<file path="src/rtl/pc_redirect_unit.sv">
// ---------------------------------------------------------------------------
// pc_redirect_unit
//
// Program-counter register and branch-redirect controller at the head of IF.
// A taken, word-aligned branch from EX loads the PC with the branch target.
// The IF/ID and ID/EX registers are then squashed for FLUSH_CYCLES cycles.
// A taken branch to a misaligned target does not redirect. Instead it raises
// a sticky error flag.
//
// Parameters
//   RESET_PC      PC value loaded on reset
//   PC_STEP       sequential PC increment in bytes
//   FLUSH_CYCLES  cycles the flush outputs stay high after a redirect (1..7)
//
// Ports
//   clk            in   rising-edge clock
//   reset_n        in   asynchronous active-low reset
//   stall          in   hazard-unit hold, PC keeps its value
//   branch_valid   in   EX holds a conditional branch this cycle
//   select_mux     in   branch taken decision from the branch unit selector
//   branch_target  in   64-bit target address computed in EX
//   pc_out         out  current fetch PC
//   flush_if_id    out  squash IF/ID register
//   flush_id_ex    out  squash ID/EX register
//   redirect       out  one-cycle pulse, PC was loaded from the target
//   misaligned_err out  sticky, a taken branch had a non-word-aligned target
//   taken_count    out  saturating count of accepted redirects
// ---------------------------------------------------------------------------
module pc_redirect_unit #(
  parameter logic [63:0] RESET_PC     = 64'h0,
  parameter int unsigned PC_STEP      = 4,
  parameter int unsigned FLUSH_CYCLES = 2
) (
  input  logic        clk,
  input  logic        reset_n,
  input  logic        stall,
  input  logic        branch_valid,
  input  logic        select_mux,
  input  logic [63:0] branch_target,
  output logic [63:0] pc_out,
  output logic        flush_if_id,
  output logic        flush_id_ex,
  output logic        redirect,
  output logic        misaligned_err,
  output logic [31:0] taken_count
);

  typedef enum logic {
    RUN,
    SQUASH
  } state_t;

  localparam logic [2:0]  SQ_LOAD = 3'(FLUSH_CYCLES - 1);
  localparam logic [63:0] STEP    = 64'(PC_STEP);

  state_t      state_q, state_d;
  logic [2:0]  sq_cnt_q, sq_cnt_d;
  logic [63:0] pc_q, pc_d;
  logic [31:0] count_q, count_d;
  logic        err_q, err_d;
  logic        flush_q;
  logic        redirect_q;

  logic taken;
  logic in_run;
  logic aligned;
  logic accept;
  logic misalign;

  // Decide what happens this cycle.
  // Branch requests are only honoured in RUN, because during SQUASH they come
  // from wrong-path instructions. The target is used only on an accepted
  // redirect. So an unknown target on a not-taken cycle never reaches the PC.
  always_comb begin
    taken    = branch_valid & select_mux;
    in_run   = (state_q == RUN);
    aligned  = (branch_target[1:0] == 2'b00);
    accept   = in_run & taken & aligned;
    misalign = in_run & taken & ~aligned;

    pc_d = pc_q + STEP;
    if (accept) begin
      pc_d = branch_target;
    end else if (stall) begin
      pc_d = pc_q;
    end

    state_d  = state_q;
    sq_cnt_d = sq_cnt_q;
    case (state_q)
      RUN: begin
        if (accept) begin
          state_d  = SQUASH;
          sq_cnt_d = SQ_LOAD;
        end
      end
      SQUASH: begin
        // The squash window counts down through stalls.
        // The cycle with a zero count is the last SQUASH cycle.
        if (sq_cnt_q == 3'd0) begin
          state_d = RUN;
        end else begin
          sq_cnt_d = sq_cnt_q - 3'd1;
        end
      end
      default: begin
        state_d  = RUN;
        sq_cnt_d = 3'd0;
      end
    endcase

    count_d = count_q;
    if (accept && (count_q != 32'hFFFF_FFFF)) begin
      count_d = count_q + 32'd1;
    end

    err_d = err_q | misalign;
  end

  // All state and outputs are registered.
  // Reset clears everything at once, even in the middle of a squash window.
  always_ff @(posedge clk or negedge reset_n) begin
    if (!reset_n) begin
      state_q    <= RUN;
      sq_cnt_q   <= 3'd0;
      pc_q       <= RESET_PC;
      count_q    <= 32'd0;
      err_q      <= 1'b0;
      flush_q    <= 1'b0;
      redirect_q <= 1'b0;
    end else begin
      state_q    <= state_d;
      sq_cnt_q   <= sq_cnt_d;
      pc_q       <= pc_d;
      count_q    <= count_d;
      err_q      <= err_d;
      flush_q    <= (state_d == SQUASH);
      redirect_q <= accept;
    end
  end

  assign pc_out         = pc_q;
  assign flush_if_id    = flush_q;
  assign flush_id_ex    = flush_q;
  assign redirect       = redirect_q;
  assign misaligned_err = err_q;
  assign taken_count    = count_q;

endmodule
</file>
<file path="config.mk">
export PLATFORM = sky130hd
export DESIGN_NAME = pc_redirect_unit
export DESIGN_NICKNAME = d
export VERILOG_FILES = /design/src/rtl/pc_redirect_unit.sv
export SDC_FILE = /design/constraint.sdc
export NUM_CORES = 1
export LEC_CHECK = 0
export CORE_MARGIN = 2
export CORE_UTILIZATION = 43
export DETAILED_ROUTE_END_ITERATION = 8
export GPL_TIMING_DRIVEN = 0
export MAX_ROUTING_LAYER = met4
export PLACE_DENSITY = 0.85
export SLEW_MARGIN = 5
export SYNTH_ARGS = -nofsm -noshare
export SYNTH_HDL_FRONTEND = slang
export SYNTH_SLANG_ARGS = --single-unit
</file>
<file path="constraint.sdc">
create_clock -name clk -period 2.4 [get_ports clk]
set_input_delay 0.48 -clock clk [delete_from_list [all_inputs] [get_ports clk]]
set_output_delay 0.48 -clock clk [all_outputs]
set_load 0.05 [all_outputs]
</file>
# Word-level counts from Yosys, hierarchy flattened
# Index checks and enable logic that the tools add are counted.
# W data, S select, Z words.
dict set report op_classes {
  n_addsub 3
  multipliers 0
  div_mod_pow 0
  order_cmp 0
  n_eq_ne 4
  shift 0
  muxes 8
  bitwise 7
  n_reduce_logical 4
}
# operator n
set op_table {}
lappend op_table {{$mux W64} 2}
lappend op_table {{$add A64 B3 Y64 const B} 1}
lappend op_table {{$add A32 B1 Y32 const B} 1}
lappend op_table {{$ne A32 B32 Y1 const B} 1}
lappend op_table {{$mux W3} 2}
lappend op_table {{$pmux W3 S2} 1}
lappend op_table {{$and A1 B1 Y1} 4}
lappend op_table {{$ne A2 B1 Y1 const B} 2}
lappend op_table {{$logic_not A3 Y1} 1}
lappend op_table {{$sub A3 B1 Y3 const B} 1}
lappend op_table {{$logic_not A2 Y1} 1}
lappend op_table {{$mux W1} 2}
lappend op_table {{$ne A2 B2 Y1 const B} 1}
lappend op_table {{$not A1 Y1} 2}
lappend op_table {{$pmux W1 S2} 1}
lappend op_table {{$reduce_and A2 Y1} 1}
lappend op_table {{$logic_and A1 B1 Y1} 1}
lappend op_table {{$or A1 B1 Y1} 1}
dict set report totals {
  regBits 102
  latch_bits 0
  ramBits 0
  romBits 0
  input_bits 69
  output_inout_bits 100
  word_cells 32
  n_memories 0
}

# Logic depth before layout (Yosys ltp)
# Gate-level depths: netlist of the first run.
dict set report logic_depth {
  depth_word 5
  mapped_depth 7
  depth_no_buf 7
}

# Worst setup path after synthesis of the first run
# OpenSTA, ideal clock, no wires.
dict set report synth_timing {
  path_type {register to register}
  startpoint {register pc_q[10], in the netlist pc_out[10]}
  endpoint {register pc_q[41], in the netlist pc_out[41]}
  setup_ns 0.082
  arrival_ns 2.716
  required_time_ns 2.318
  path_slack_ns -0.398
  stages_incl_launch_ff 8
  n_path_buf 2
  period_less_slack_ns 2.798
  path_cell_list {dfrtp_1 > nand4_2 > or4_1 > buf_2 > or4_4 > buf_6 > or3_1 > a31oi_1}
}
dict set report synth_via {
  elab_chain_cells 3
}
# item line_no
set synth_rtl {}
lappend synth_rtl {{start, declared} 58} ;# logic [63:0] pc_q, pc_d;
lappend synth_rtl {{start signal, assigned} 134} ;# pc_q <= pc_d;
lappend synth_rtl {{$add A64 B3 Y64} 81} ;# pc_d = pc_q + STEP;
lappend synth_rtl {{$mux W64} 84} ;# end else if (stall) begin
lappend synth_rtl {{$mux W64} 82} ;# if (accept) begin
# Every way passes these cells. The select of a mux whose other input is x is not followed.
# A chain may end at the register's enable or synchronous reset.

# Final worst setup path of the first run
dict set report layout_timing {
  startpoint {register pc_q[16], in the netlist pc_out[16]}
  endpoint {register pc_q[41], in the netlist pc_out[41]}
}
# Same word-level chain as after synthesis.

==> results.py, run 1 <==
metrics = {
    "global_route": {
        "grt_use_total_pct": 25.0,
        "grt_pass1_wl_mm": 27.3,
        "grt_pass1_vias": 5264,
        "antenna_found_initial": 0,
        "grt_start_max_net_pins": 67,
        "overflow": 0,
    },
    "floorplan": {
        "rows": 41,
        "core-area_mm2": 0.0126,
        "die_area_mm2": 0.0139,
        "ios": 169,
        "start_util_pct": 44.1,
        "dieWidth_um": 118,
        "die_h_um": 118,
    },
    "drt": {
        "dr_total_vias": 5655,
        "routed_wl_mm": 17.2,
        "drc_errors": 0,
        "viasPerCell": 5.72,
        "dr.pass1.iters": 6,
        "wl_per_cell_um": 17.4,
        "first_iter_violations": 555,
        "ant_nets": 0,
    },
    "placed_design": {
        "dp_hpwl_mm": 12.4,
        "place_congestion": 0.960,
        "portBuffers": 168,
    },
    "timing": {
        "maxSlewViolCount": 0,
        "slew_headroom_pct": 35.7,
        "final-setup-viol-count": 0,
        "skew_ns": 0.00469,
        "tightestPinTransition_ns": 0.956,
        "max_freq_mhz": 421,
        "fin_crit_ns": 2.37,
        "finalCritPeriodShare_pct": 98.9,
        "hold_viol_final": 0,
        "rsz0062_at_grt": "true",
        "holdWs_ns": 0.110,
    },
    "layout": {
        "fin_util_pct": 64.0,
        "synthToLayoutAreaGrowth_pct": 45.2,
        "layout_common_cells": "clkdlybuf4s50_1 (166), nand2_1 (83), dfrtp_1 (79), o21ai_0 (48), nand4_1 (46)",
        "drive_above_1_share_pct": 10.9,
        "nets": 885,
        "diodes": 0,
        "layout_commonest_cell": "clkdlybuf4s50_1",
    },
    "cts": {
        "postCtsHoldBufs": 0,
        "cts_buffers": 9,
        "cts.path.max_buffers": 2,
        "root_buffer": "clkbuf_16",
        "clk_pin_slew_ns": 0.07,
        "cts.htree.levels": 3,
        "numClockSinks": 102,
        "clock_latency_ns": 0.34,
        "cts_tree": "built",
    },
    "pwr": {
        "p_leak_nw": 3.10,
        "ir_drop_mv": 0.722,
        "power_density_mw_per_mm2": 1050,
    },
    "synth": {
        "synth_compound_area_share_pct": 8.63,
        "seq_area_frac_synth_pct": 45.9,
        "synthAdderAreaFrac_pct": 0.899,
        "synthDistinctLibCells": 42,
        "syn_area_mm2": 0.00557,
        "synth_xor_area_share_pct": 11.3,
        "syn_nets": 684,
        "synth_cells": 611,
        "synth_top_family_by_area": "simple AND/OR/NAND/NOR gates",
        "syn_area_per_cell_um2": 9.11,
        "ys_ff_latch": 102,
        "synthMuxAreaShare_pct": 1.12,
        "yosys_warnings": 0,
        "synth-simple-area-share_pct": 29.2,
    },
    "status": {
        "run_status": "finished clean",
    },
    "critical_path": {
        "cpLargestDelayFamily": "simple AND/OR/NAND/NOR gates",
        "max_stage_delay_ns": 0.53,
        "crit_type": "reg2reg",
        "end_kind": "register",
        "cp.required_ns": 2.67,
        "worstPathMaxFanout": 10,
        "cp-start-kind": "register",
        "path_buf_inv": 2,
        "crit_chain": "nand3_2 -> or4_4 -> buf_6 -> or4_4 -> buf_6 -> or3_1 -> a31oi_1",
        "cp_slowest_cell": "or4_4",
        "arrival_ns": 2.64,
    },
    "worst_hold_path": {
        "min_path_type": "in2async",
    },
    "flow_run": {
        "drv_cap": 0,
    },
}
## timing repair
action / 4_1_cts / 5_1_grt
endpoints found under the setup margin: 56 / 64
buffers inserted: 9 / 14
pin swaps: 2 / 3
gates resized for setup: 5 / 14
## cells by family (layout without fill, tap and decap cells)
group,after synthesis,after routing
AND/OR/NAND/NOR,304,304
multiplexers,6,6
buffers and inverters,40,246
XOR/XNOR,72,72
adder cells (fa/ha/maj),4,4
AO/OA/AOI/OAI,83,83
flip-flops,102,102
## routing by layer
layer,vias to the layer above,share of wire [%],global-route usage (%)
li1,2608,-,-
met1,2744,42,32.7
met2,257,47,38.0
met3,46,7.2,4.17
met4,0,3.8,11.6
met5,-,0,-
## synthesized netlist by cell type
cell type,count,area share [%]
buf_6,1,0.20
a31o_2,1,0.16
xnor2_1,43,6.8
o21ai_0,48,4.3
mux2_2,2,0.40
nor3_1,8,0.72
or3_1,15,1.7
nand4_2,1,0.22
a21o_1,1,0.13
nand2_1,83,5.6
o31a_1,4,0.63
and4b_1,1,0.18
nand4b_1,3,0.47
nor2_1,38,2.6
and3_1,15,1.7
buf_2,1,0.090
dfrtp_1,102,46
nand3_1,32,2.9
nor4_2,1,0.22
a31oi_1,16,1.8
or2_2,1,0.11
a311oi_1,1,0.16
and2_1,15,1.7
a211oi_1,1,0.13
nand4_1,46,5.2
and4_1,13,2.0
clkbuf_1,18,1.2
o31ai_1,6,0.81
nand3b_1,2,0.27
a21oi_1,4,0.36
nor2b_1,1,0.11
and3b_1,1,0.16
a21boi_0,1,0.13
buf_1,4,0.27
inv_1,15,1.0
ha_1,4,0.90
or4_4,1,0.20
buf_4,1,0.13
or4_1,10,1.3
nor4_1,17,1.9
xor2_1,29,4.6
mux2i_1,4,0.72
## final timing paths
| kind | start | end | slack, ns | cells after the start |
|---|---|---|---|---|
| min reg2reg | sq_cnt_q[0] | sq_cnt_q[0] | 0.47 | 1 |
| min | reset_n | taken_count[21] | 0.11 | 1 |
| max reg2reg | pc_out[16] | pc_out[41] | 0.03 | 7 |
| min in group clk | sq_cnt_q[0] | sq_cnt_q[0] | 0.47 | 1 |
| max in group asynchronous | reset_n | pc_out[50] | 1.58 | 2 |
| max | pc_out[16] | pc_out[41] | 0.03 | 7 |
## flip-flops by register name (all words and copies together), names as in the netlist
name,flops
pc_out,64
taken_count,32
sq_cnt_q,3
flush_id_ex,1
misaligned_err,1
redirect,1
## cell type report
| type | count | area [µm²] |
|---|---|---|
| sequential | 102 | 2580 |
| clock buffer | 13 | 260 |
| tap | 172 | 215 |
| inverter | 15 | 56.3 |
| clock inverter | 3 | 42.5 |
| multi-input combinational | 469 | 2930 |
| timing repair buffer | 193 | 1890 |
| fill | 1052 | 4540 |
| buffer | 22 | 109 |
## report_power, final
group          internal [mW]  switching (mW)  leakage (nW)
Combinational           1.50            2.57          1.70
Clock                  0.866           0.634         0.146
Sequential              2.23           0.724          1.26
## metrics by stage
| stage | setup TNS (ns) | total power, mW | instance area (µm²) | setup slack [ns] | std cells |
|---|---|---|---|---|---|
| finish | 0 | 8.52 | 8080 | 0.0261 | 989 |
| detailed placement | -34.23 | 6.82 | 7570 | -0.856 | 953 |
| floorplan | -0.283 | 5.33 | 5640 | -0.0569 | 611 |
| global route | -0.0670 | 8.88 | 8080 | -0.0372 | 989 |
| global placement | -358.70 | 6.74 | 7530 | -3.46 | 951 |
| CTS | 0 | 8.38 | 7950 | 0.00860 | 976 |
Note: power is estimated with default switching activity, not from simulation.
==> run 2, diff against run 1 <==
Settings changed: CAP_MARGIN set to 20, TNS_END_PERCENT set to 30.
==> results.py, run 2 (synthesis gave the netlist of run 1 again) <==
metrics = {
    "status": {
        "run_status": "finished with violations",
        "violations": "setup timing",
    },
    "critical_path": {
        "arrival_ns": 2.68,
        "rr_startpoint": "pc_out[5]",
        "r2r_slack_ns": -0.04,
        "crit_chain": "nand4_1 -> or4_4 -> or3_4 -> o31a_1 -> o31a_1",
        "r2r_end": "pc_out[62]",
        "worstPathMaxFanout": 7,
        "ff2ff_path_depth": 5,
        "cp-start-kind": "register",
        "cpMostUsedCell": "o31a_1",
        "end_kind": "register",
        "cp_slowest_cell": "or4_4",
        "crit_type": "reg2reg",
        "cp.required_ns": 2.64,
        "max_stage_delay_ns": 0.65,
    },
    "timing": {
        "hold_viol_final": 0,
        "maxSlewViolCount": 0,
        "holdWs_ns": 0.157,
        "slew_headroom_pct": 36.5,
        "finalCritPeriodShare_pct": 102,
        "skew_ns": 0.00819,
        "final-setup-viol-count": 2,
        "setup_tns_ns": -0.0576,
        "fin_crit_ns": 2.44,
        "rsz0062_at_grt": "true",
        "tightestPinTransition_ns": 0.944,
        "setup_slack_ns": -0.0418,
        "max_freq_mhz": 410,
    },
    "cts": {
        "cts_tree": "built",
        "postCtsHoldBufs": 0,
        "clk_pin_slew_ns": 0.07,
        "numClockSinks": 102,
        "cts.htree.levels": 3,
        "cts.path.max_buffers": 2,
        "clock_latency_ns": 0.35,
        "cts_buffers": 9,
        "root_buffer": "clkbuf_16",
    },
    "layout": {
        "diodes": 0,
        "layout_commonest_cell": "clkdlybuf4s50_1",
        "final_area_mm2": 0.00818,
        "layout_common_cells": "clkdlybuf4s50_1 (166), nand2_1 (83), dfrtp_1 (79), o21ai_0 (48), nand4_1 (46)",
        "largest_reg_flops": 64,
        "fillers": 1049,
        "synthToLayoutAreaGrowth_pct": 46.9,
        "drive_above_1_share_pct": 12.1,
        "nets": 888,
    },
    "floorplan": {
        "start_util_pct": 44.1,
        "dieWidth_um": 118,
        "die_h_um": 118,
        "core-area_mm2": 0.0126,
        "ios": 169,
        "rows": 41,
        "die_area_mm2": 0.0139,
    },
    "flow_run": {
        "drv_cap": 0,
    },
    "global_route": {
        "grt_use_total_pct": 26.0,
        "overflow": 0,
        "antenna_found_initial": 0,
        "grt_pass1_wl_mm": 28.4,
        "grt_start_max_net_pins": 56,
        "grt_pass1_vias": 5427,
    },
    "placed_design": {
        "place_area_mm2": 0.00756,
        "dp_hpwl_mm": 12.4,
        "place_congestion": 0.941,
        "portBuffers": 168,
        "post-place-ws_ns": -1.11,
    },
    "drt": {
        "dr.pass1.iters": 5,
        "wl_per_cell_um": 17.6,
        "first_iter_violations": 478,
        "ant_nets": 0,
        "dr_total_vias": 5696,
        "drc_errors": 0,
        "routed_wl_mm": 17.5,
        "viasPerCell": 5.74,
    },
    "pwr": {
        "p_leak_nw": 3.14,
        "ir_drop_mv": 0.823,
        "power_density_mw_per_mm2": 1060,
    },
    "worst_hold_path": {
        "min_path_type": "in2async",
    },
}
run 2: through the flow:
stage | std cells | power [mW] | utilization, %
3_5_place_dp | 953 | 6.84 | 59.9
5_1_grt | 992 | 9.10 | 64.8
2_1_floorplan | 611 | 5.33 | -
6_report | 992 | 8.70 | 64.8
4_1_cts | 990 | 8.63 | 64.3
3_3_place_gp | 951 | 6.74 | 59.6
run 2: cell type report:
cell class / instances / area [µm²] / share of cell area (%)
Tap cell: 172 / 215 / 2.63
Buffer: 21 / 98.8 / 1.21
Clock buffer: 12 / 256 / 3.14
Sequential cell: 102 / 2580 / 31.6
Timing Repair Buffer: 197 / 1920 / 23.5
Multi-Input combinational cell: 469 / 2980 / 36.4
Inverter: 15 / 56.3 / 0.689
Clock inverter: 4 / 70.1 / 0.857
run 2: what timing repair did:
action                                  4_1_cts  5_1_grt
endpoints found under the hold margin         0        0
setup buffers                                22        5
resized for setup                            17       15
cloned                                        0        0
pin swaps                                     7        6
endpoints found under the setup margin       56       50
run 2: worst max-delay path by stage:
stage	cells after the start	to	from	slack [ns]
5_1_grt	5	pc_out[62]	pc_out[5]	-0.09
3_3_place_gp	1	pc_out[51]	reset_n	-3.42
3_5_place_dp	6	pc_out[58]	stall	-1.11
2_1_floorplan	7	pc_out[41]	pc_out[15]	-0.06
6_report	5	pc_out[62]	pc_out[5]	-0.04
4_1_cts	6	pc_out[62]	pc_out[2]	-0.10
run 2: power by group:
part / internal, mW / leakage [nW] / switching (mW)
Sequential: 2.23 / 1.26 / 0.702
Combinational: 1.52 / 1.73 / 2.63
Clock: 0.968 / 0.163 / 0.645
Total: 4.72 / 3.14 / 3.98
run 2: critical path, delay by kind of cell (launching register included):
kind	cells	cell delay (ns)
AND/OR/NAND/NOR	3	1.34
flip-flops	1	0.42
AO/OA/AOI/OAI	2	0.57
run 2: routing by layer:
layer  part of all wire (%)  track usage [%]  vias to the layer above
met5                      0                -                        -
met4                    3.0             8.96                        0
met3                    7.7             6.73                       42
met2                     47             39.6                      262
met1                     43             33.9                     2766
li1                       -                -                     2626
